==> config.mk <==
export PLATFORM = sky130hd
export DESIGN_NAME = dmem_arbiter
export DESIGN_NICKNAME = d
export VERILOG_FILES = /design/src/rtl/dmem_arb_pkg.sv /design/src/rtl/dmem_arb_rsp_pipe.sv /design/src/rtl/dmem_arbiter.sv
export SDC_FILE = /design/constraint.sdc
export NUM_CORES = 1
export LEC_CHECK = 0
export ABC_AREA = 0
export CAP_MARGIN = 20
export CORE_AREA = 2 2 126 128
export DETAILED_ROUTE_END_ITERATION = 8
export DIE_AREA = 0 0 128 130
export GPL_ROUTABILITY_DRIVEN = 0
export PLACE_DENSITY_LB_ADDON = 0.2
export SETUP_SLACK_MARGIN = 0.3
export SLEW_MARGIN = 20
export SYNTH_ARGS = -nofsm -noshare
export SYNTH_HDL_FRONTEND = slang
export SYNTH_SLANG_ARGS = --single-unit
==> constraint.sdc <==
create_clock -name clk -period 1.5 [get_ports clk]
set_clock_uncertainty 0.1 [all_clocks]
set_input_delay 0.225 -clock clk [delete_from_list [all_inputs] [get_ports clk]]
set_output_delay 0.225 -clock clk [all_outputs]
set_load 0.03 [all_outputs]
==> src/rtl/dmem_arb_pkg.sv <==
// rtl/dmem_arb_pkg.sv - shared types and default sizes for the data-memory arbiter
//
// Purpose : requester identifiers, the read-response tag carried down the
//           response pipe, and the default parameter values of dmem_arbiter.
// Ports   : none (package).

package dmem_arb_pkg;

   typedef enum logic {
      PORT_CORE = 1'b0,
      PORT_LDR  = 1'b1
   } port_id_e;

   // One entry of the read-response pipe: which port gets the data, if any.
   typedef struct packed {
      logic     valid;
      port_id_e port;
   } rsp_tag_t;

   localparam int DMEM_DATA_W   = 32;
   localparam int DMEM_ADDR_W   = 9;
   localparam int DMEM_MAX_WAIT = 8;

   function automatic rsp_tag_t make_tag(input logic valid, input port_id_e port);
      rsp_tag_t t;
      t.valid = valid;
      t.port  = port;
      return t;
   endfunction

endpackage

==> src/rtl/dmem_arb_rsp_pipe.sv <==
// rtl/dmem_arb_rsp_pipe.sv - read-response tag pipe and rdata/rvalid demux
//
// Purpose : follows every read issued to the memory with a {valid, port} tag
//           and steers the returning memory data to the port that issued it.
// Ports   :
//   clk, reset          clock, asynchronous active-low reset
//   issue_valid         a read handshake happened this cycle
//   issue_port          port that owns that read
//   rd_data             memory read data (valid 1 cycle after rd)
//   core_rvalid/rdata   core read response
//   ldr_rvalid/rdata    loader read response

module dmem_arb_rsp_pipe
   import dmem_arb_pkg::*;
#(
   parameter int DATA_W = DMEM_DATA_W
) (
   input  logic              clk,
   input  logic              reset,
   input  logic              issue_valid,
   input  port_id_e          issue_port,
   input  logic [DATA_W-1:0] rd_data,
   output logic              core_rvalid,
   output logic [DATA_W-1:0] core_rdata,
   output logic              ldr_rvalid,
   output logic [DATA_W-1:0] ldr_rdata
);

   // tag_cmd lines up with rd on the memory port, tag_rsp with rd_data.
   rsp_tag_t          tag_cmd;
   rsp_tag_t          tag_rsp;
   logic [DATA_W-1:0] core_hold;
   logic [DATA_W-1:0] ldr_hold;
   logic              core_hit;
   logic              ldr_hit;

   assign core_hit = tag_rsp.valid && (tag_rsp.port == PORT_CORE);
   assign ldr_hit  = tag_rsp.valid && (tag_rsp.port == PORT_LDR);

   always_ff @(posedge clk or negedge reset) begin
      if (!reset) begin
         tag_cmd   <= '0;
         tag_rsp   <= '0;
         core_hold <= '0;
         ldr_hold  <= '0;
      end else begin
         tag_cmd <= make_tag(issue_valid, issue_port);
         tag_rsp <= tag_cmd;
         // rd_data is only looked at while a response tag is live.
         if (core_hit) core_hold <= rd_data;
         if (ldr_hit)  ldr_hold  <= rd_data;
      end
   end

   // The owning port sees the memory word in the response cycle itself; the
   // hold register keeps it afterwards so the other port's rdata never moves.
   assign core_rvalid = core_hit;
   assign ldr_rvalid  = ldr_hit;
   assign core_rdata  = core_hit ? rd_data : core_hold;
   assign ldr_rdata   = ldr_hit  ? rd_data : ldr_hold;

endmodule

==> src/rtl/dmem_arbiter.sv <==
// rtl/dmem_arbiter.sv - core/loader arbiter in front of the single data-memory port
//
// Purpose : grants one of two requesters per cycle (core first), registers the
//           granted access onto the memory port and returns read data to the
//           issuing port two cycles after the handshake.
// Build   : define DMEM_ARB_STARVE_GUARD_EN to enable the loader starvation
//           guard (forced loader grant after MAX_WAIT waiting cycles).
// Ports   :
//   clk, reset                    clock, asynchronous active-low reset
//   core_req/we/addr/wdata        core request
//   core_gnt, core_stall          core handshake / stall
//   core_rvalid, core_rdata       core read response
//   ldr_req/we/addr/wdata         loader request
//   ldr_gnt                       loader handshake
//   ldr_rvalid, ldr_rdata         loader read response
//   wr, rd, addr, wr_data         registered memory command
//   rd_data                       memory read data, valid 1 cycle after rd

module dmem_arbiter
   import dmem_arb_pkg::*;
#(
   parameter int DATA_W   = DMEM_DATA_W,
   parameter int ADDR_W   = DMEM_ADDR_W,
   parameter int MAX_WAIT = DMEM_MAX_WAIT
) (
   input  logic              clk,
   input  logic              reset,
   input  logic              core_req,
   input  logic              core_we,
   input  logic [ADDR_W-1:0] core_addr,
   input  logic [DATA_W-1:0] core_wdata,
   output logic              core_gnt,
   output logic              core_stall,
   output logic              core_rvalid,
   output logic [DATA_W-1:0] core_rdata,
   input  logic              ldr_req,
   input  logic              ldr_we,
   input  logic [ADDR_W-1:0] ldr_addr,
   input  logic [DATA_W-1:0] ldr_wdata,
   output logic              ldr_gnt,
   output logic              ldr_rvalid,
   output logic [DATA_W-1:0] ldr_rdata,
   output logic              wr,
   output logic              rd,
   output logic [ADDR_W-1:0] addr,
   output logic [DATA_W-1:0] wr_data,
   input  logic [DATA_W-1:0] rd_data
);

   logic              force_ldr;
   logic              hs;
   logic              sel_we;
   logic [ADDR_W-1:0] sel_addr;
   logic [DATA_W-1:0] sel_wdata;
   port_id_e          sel_port;

`ifdef DMEM_ARB_STARVE_GUARD_EN
   localparam int WAIT_W = $clog2(MAX_WAIT + 1);

   logic [WAIT_W-1:0] wait_cnt;

   // Counts cycles the loader has been asking without being served.
   always_ff @(posedge clk or negedge reset) begin
      if (!reset) begin
         wait_cnt <= '0;
      end else if (ldr_req && !ldr_gnt) begin
         if (wait_cnt != WAIT_W'(MAX_WAIT))
            wait_cnt <= wait_cnt + WAIT_W'(1);
      end else begin
         wait_cnt <= '0;
      end
   end

   // Only overrides the core when both are asking; a lone requester is
   // always granted anyway.
   assign force_ldr = core_req && ldr_req && (wait_cnt == WAIT_W'(MAX_WAIT));
`else
   assign force_ldr = 1'b0;
`endif

   // Grants are held off entirely while reset is asserted.
   assign core_gnt   = reset && core_req && !force_ldr;
   assign ldr_gnt    = reset && ldr_req && (!core_req || force_ldr);
   assign core_stall = core_req && !core_gnt;

   assign hs        = core_gnt || ldr_gnt;
   assign sel_we    = ldr_gnt ? ldr_we    : core_we;
   assign sel_addr  = ldr_gnt ? ldr_addr  : core_addr;
   assign sel_wdata = ldr_gnt ? ldr_wdata : core_wdata;
   assign sel_port  = ldr_gnt ? PORT_LDR  : PORT_CORE;

   // Memory command: strobes last one cycle, addr/wr_data keep their value
   // between accesses.
   always_ff @(posedge clk or negedge reset) begin
      if (!reset) begin
         wr      <= 1'b0;
         rd      <= 1'b0;
         addr    <= '0;
         wr_data <= '0;
      end else begin
         wr <= hs && sel_we;
         rd <= hs && !sel_we;
         if (hs) begin
            addr    <= sel_addr;
            wr_data <= sel_wdata;
         end
      end
   end

   dmem_arb_rsp_pipe #(
      .DATA_W (DATA_W)
   ) u_rsp_pipe (
      .clk         (clk),
      .reset       (reset),
      .issue_valid (hs && !sel_we),
      .issue_port  (sel_port),
      .rd_data     (rd_data),
      .core_rvalid (core_rvalid),
      .core_rdata  (core_rdata),
      .ldr_rvalid  (ldr_rvalid),
      .ldr_rdata   (ldr_rdata)
   );

endmodule

; ---- Word level (Yosys, flattened, before mapping)
; Index checks and enable logic that the tools add are counted.
[classes]
n_mux = 6
bitwise_logic = 1
reduce_logical = 12
[ops]
columns = operator, n
row1 = $mux W32, 3
row2 = $mux W9, 1
row3 = $logic_and A1 B1 Y1, 8
row4 = $logic_not A1 Y1, 3
row5 = $mux W1, 2
row6 = $logic_or A1 B1 Y1, 1
row7 = $not A1 Y1, 1
[word_totals]
register_bits = 110
input_bits = 120
output_inout_bits = 112
word_cells = 28

; ---- Depth between registers and ports, before layout
[depth]
depth_word = 5
depth_mapped = 5
depth_no_buf = 2

; ---- Modules after synthesis
; From an unflattened synthesis, not the netlist that was laid out.
[hier_totals]
cells_unflattened = 301
hier_area_um2 = 4928.5
[modules_own_cells]
columns = module, instances, cells_per_inst, area_each_um2
row1 = dmem_arb_rsp_pipe, 1, 143, 2663.8
row2 = dmem_arbiter, 1, 158, 2264.7

; ---- Worst setup path before layout
; Ideal clock, no wire load.
[synth_timing]
path_kind = flip-flop to output port
from = reg u_rsp_pipe.tag_rsp[1] in the netlist's numbering
to = out ldr_rdata[0]
t_arrival_ns = 1.206
required_ns = 1.175
setup_slack_ns = -0.031
path_stages_with_launch = 4
n_path_buf = 1
path_cell_list = dfrtp_1 -> nand2_1 -> buf_2 -> mux2_1
[synth_between]
elab_chain_cells = 2
[synth_lines]
columns = item, line_no
row1 = start: declaration, dmem_arb_rsp_pipe.sv:31  ; rsp_tag_t tag_rsp;
row2 = start signal: assignment, dmem_arb_rsp_pipe.sv:48  ; tag_rsp <= tag_cmd;
row3 = $logic_and A1 B1 Y1, dmem_arb_rsp_pipe.sv:38  ; assign ldr_hit = tag_rsp.valid && (tag_rsp.port == PORT_LDR);
row4 = $mux W32, --
row5 = end: declaration, dmem_arbiter.sv:42  ; output logic [DATA_W-1:0] ldr_rdata,
; No other way between the ends.

; ---- Worst setup path in the final report
[layout_timing]
from = reg u_rsp_pipe.tag_rsp[1] in the netlist's numbering
to = out ldr_rdata[15]
; The elaborated chain is that of the path after synthesis.

==> results.md <==
- Leading post-synthesis cells by cell area: dfrtp_1, nand4bb_1, o221a_1
- Syn Std Cell Area: 0.00484 mm^2
- RSZ-0062 raised after global routing: true
- CTS clk-pin slew, worst paths: roughly 70 ps
- Failing checks: negative setup slack
- Adder-cell area share of the yosys netlist: 0%
- Clock sinks: 110
- Number of DRC markers in iteration 0: between 100 and 150
- Worst path arrival time: approximately 1700 ps
- TritonRoute pass-1 iters: 4
- YS warnings: 0
- Cell internal pwr: about 7.2 mW
- Net Count, Synth: 420
- Largest family of logic cells by synthesized area: multiplexers
- Worst-margin pin slew: around 720 ps
- Root buf cell: clkbuf_16
- Post-route clock period utilization: 135%
- GRT Total Usage: between 15 and 20%
- Total CTS buffers: 9
- DR vias/cell: approximately 4.7
- Routed WL: approximately 15000 um
- Final setup violation count: 77
- Final Hold Viols: 0
- CP required: between 1000 and 1500 ps
- Mapped Cells: 300
- Post-DP HPWL: ~10000 um
- Slew HR: a little over half
- Register area share after synthesis: a little under three fifths
- Wirelength per Cell: 18.2 um
- Layout cells sized above 1: around half
- Avg Cell Area, Syn: roughly 16 um^2
- HP Class: in -> async
- Initial antenna violation count: 0
- Total gr overflow: 0
- Largest net degree at the start of global routing: 56
- Final ANT Viol Nets: 0
- Area share of the largest cell type after synthesis: a little under three fifths
- Slowest cell on the critical path: dfrtp_1
- Htree depth: 3
- Synth Area in Simple Gates: between 10 and 15%
- Maximum clock rate: around 0.5 GHz
- Max stage delay on crit path: around 410 ps
- Max Cap Viol: 0
- WS Path Type: reg -> out
- Worst-case vdd ir drop: between 0.0005 and 0.0006 V
- Clock power frac: about 23%
- Library cells used by synthesis: 22
- # diodes: 0
- Crit path time final: roughly 2000 ps
- Worst skew pair latency: around 340 ps
- CTS tree: built
- Initial Util: between 30% and 40%
- Drt drc: 0
- DP Worst Slack: -500 ps
- I/O pins: about 230
- Crit-path cells: buf_6 > nand2_8 > buf_12 > buf_12 > mux2_4 > buf_6
- Crit-path max FO: 7
- Number of cell rows: between 40 and 50
- CTS Buffer Depth: 2
- Worst Setup Start Kind: flop
- Nets: 749
- Switching Power: between 3 and 4 mW
- Layout Utilization: 57.1%
- #FFs+latches synth: between 100 and 150
- First-pass GRT wire length: 22900 um
- Fillcell total: roughly 1300
- Via count: between 3000 and 4000
- Die ar.: 0.0166 mm^2
- I/O Buffers: about 230
- Die Span X: ~130 um
- Fin. max-slew vios: 0
- Post-synthesis mux area share: 17.1%
- Area grow syn2layout: 81.9%
- Vert. Die Dim: between 100 and 150 um
- Post-Synth XOR/XNOR Area: 0%
- Final setup margin: -530 ps
- Area leader, netlist: dfrtp_1
- Core region area: 0.0154 mm^2
- Combinational Power Share: about two fifths
- Vias in the first global route: approximately 4100
- Switching Fraction: between 30% and 40%
- Status: finished with violations
- P per Cell Area: 1210 mW/mm^2
- Crit end category: primary output
- Pleak: 4.02 nW
- Synth Area in Compound Gates: roughly a tenth
- Flop pwr share: 35.3%
==> routing by layer <==
layer | up-vias | share of wire [%] | GRT usage (%)
met4 | 0 | 1.4 | 6.33
met5 | - | 0 | 0
met3 | 12 | 7.3 | 5.13
li1 | 1827 | - | -
met2 | 164 | 48 | 28.7
met1 | 1907 | 43 | 22.9
==> sequential cells by signal (all words and copies together), names as in the netlist <==
| signal | cells |
|---|---|
| u_rsp_pipe.ldr_hold | 32 |
| u_rsp_pipe.tag_cmd | 2 |
| wr_data | 32 |
| u_rsp_pipe.tag_rsp | 2 |
| wr | 1 |
| addr | 9 |
| u_rsp_pipe.core_hold | 32 |
==> power groups by stage <==
stage	logic, mW	clock network, mW	registers [mW]
6_report	4.48	2.41	3.76
5_1_grt	4.69	2.63	3.81
4_1_cts	4.34	2.52	3.76
3_5_place_dp	3.85	0	3.76
3_3_place_gp	3.79	0	3.77
2_1_floorplan	1.92	0	4.02
==> critical path, delay by kind of cell, from the launching register on <==
| family | cells | cell delay [ps] |
|---|---|---|
| buffers and inverters | 4 | 540 |
| flip-flops | 1 | 410 |
| AND/OR/NAND/NOR | 1 | 70 |
| multiplexers | 1 | 320 |
==> synthesized netlist by cell type, drive strengths merged <==
| cell type | number |
|---|---|
| nand4bb | 41 |
| a21boi | 1 |
| dfrtp | 110 |
| buf | 22 |
| o221a | 41 |
| nand2 | 3 |
| inv | 3 |
| nor3b | 1 |
| mux2 | 64 |
| o21a | 2 |
| nor2b | 2 |
| clkbuf | 7 |
| and3b | 1 |
| nand2b | 1 |
| nand3b | 1 |
==> worst paths after layout <==
check / end / from / cells after the start / slack [ps]
min reg2reg: u_rsp_pipe.tag_rsp[0]$_DFF_PN0_ / u_rsp_pipe.tag_cmd[0]$_DFF_PN0_ / 0 / 250
max reg2reg: u_rsp_pipe.ldr_hold[15]$_DFF_PN0_ / u_rsp_pipe.tag_rsp[1]$_DFF_PN0_ / 7 / -140
min: wr_data[1]$_DFFE_PN0P_ / reset / 3 / 30
max: ldr_rdata[15] / u_rsp_pipe.tag_rsp[1]$_DFF_PN0_ / 6 / -530
max in group asynchronous: wr_data[4]$_DFFE_PN0P_ / reset / 3 / 430
min in group clk: u_rsp_pipe.tag_cmd[0]$_DFF_PN0_ / reset / 2 / 190
==> placed cells by master, fill, tap and decap left out, drive strengths merged <==
cell type	synthesis	layout
nand2	3	5
and3b	1	1
nor3b	1	1
nand3b	1	1
clkinvlp	0	1
dlygate4sd3	0	3
o221a	41	41
bufinv	0	1
o21a	2	2
clkbuf	7	12
buf	22	224
clkdlybuf4s50	0	116
a21boi	1	1
nand2b	1	1
dlymetal6s4s	0	1
mux2	64	64
nor2b	2	2
nand4bb	41	41
dfrtp	110	110
clkinv	0	2
inv	3	4
==> metrics by stage <==
stage | power (mW) | instances | instance area (um^2) | setup TNS [ps] | hold WS (ps)
after global placement | 7.56 | 749 | 7650 | -39850 | 140
after CTS | 10.6 | 805 | 8630 | -33220 | 14.1
after detailed placement | 7.61 | 749 | 7650 | -41090 | 143
after floorplan | 5.94 | 300 | 4980 | 0 | -171
after global routing | 11.1 | 826 | 8810 | -36020 | 47.2
final | 10.7 | 826 | 8810 | -31590 | 33.5
==> cell families after synthesis <==
group,Yosys count
DFF,110
AOI/OAI and AO/OA,44
buffers and inverters,32
muxes,64
and+or+nand+nor,50
==> final cells by class <==
type / count / area [um^2] / share of cell area, %
repair buffers: 345 / 3480 / 39.5
flip-flops and latches: 110 / 2750 / 31.3
multi-input cells: 160 / 2030 / 23.0
clock buffers: 11 / 243 / 2.76
well taps: 192 / 240 / 2.73
clock inverters: 5 / 56.3 / 0.639
inverters: 3 / 11.3 / 0.128
==> timing repair <==
item,4_1_cts,5_1_grt
hold endpoints to repair,26,0
gates resized for setup,588,31
endpoints found under the setup margin,216,186
hold buffers,4,0
buffers inserted,33,20
gates cloned,3,1
pin swaps,2,1
(Power assumes the default switching activity.)
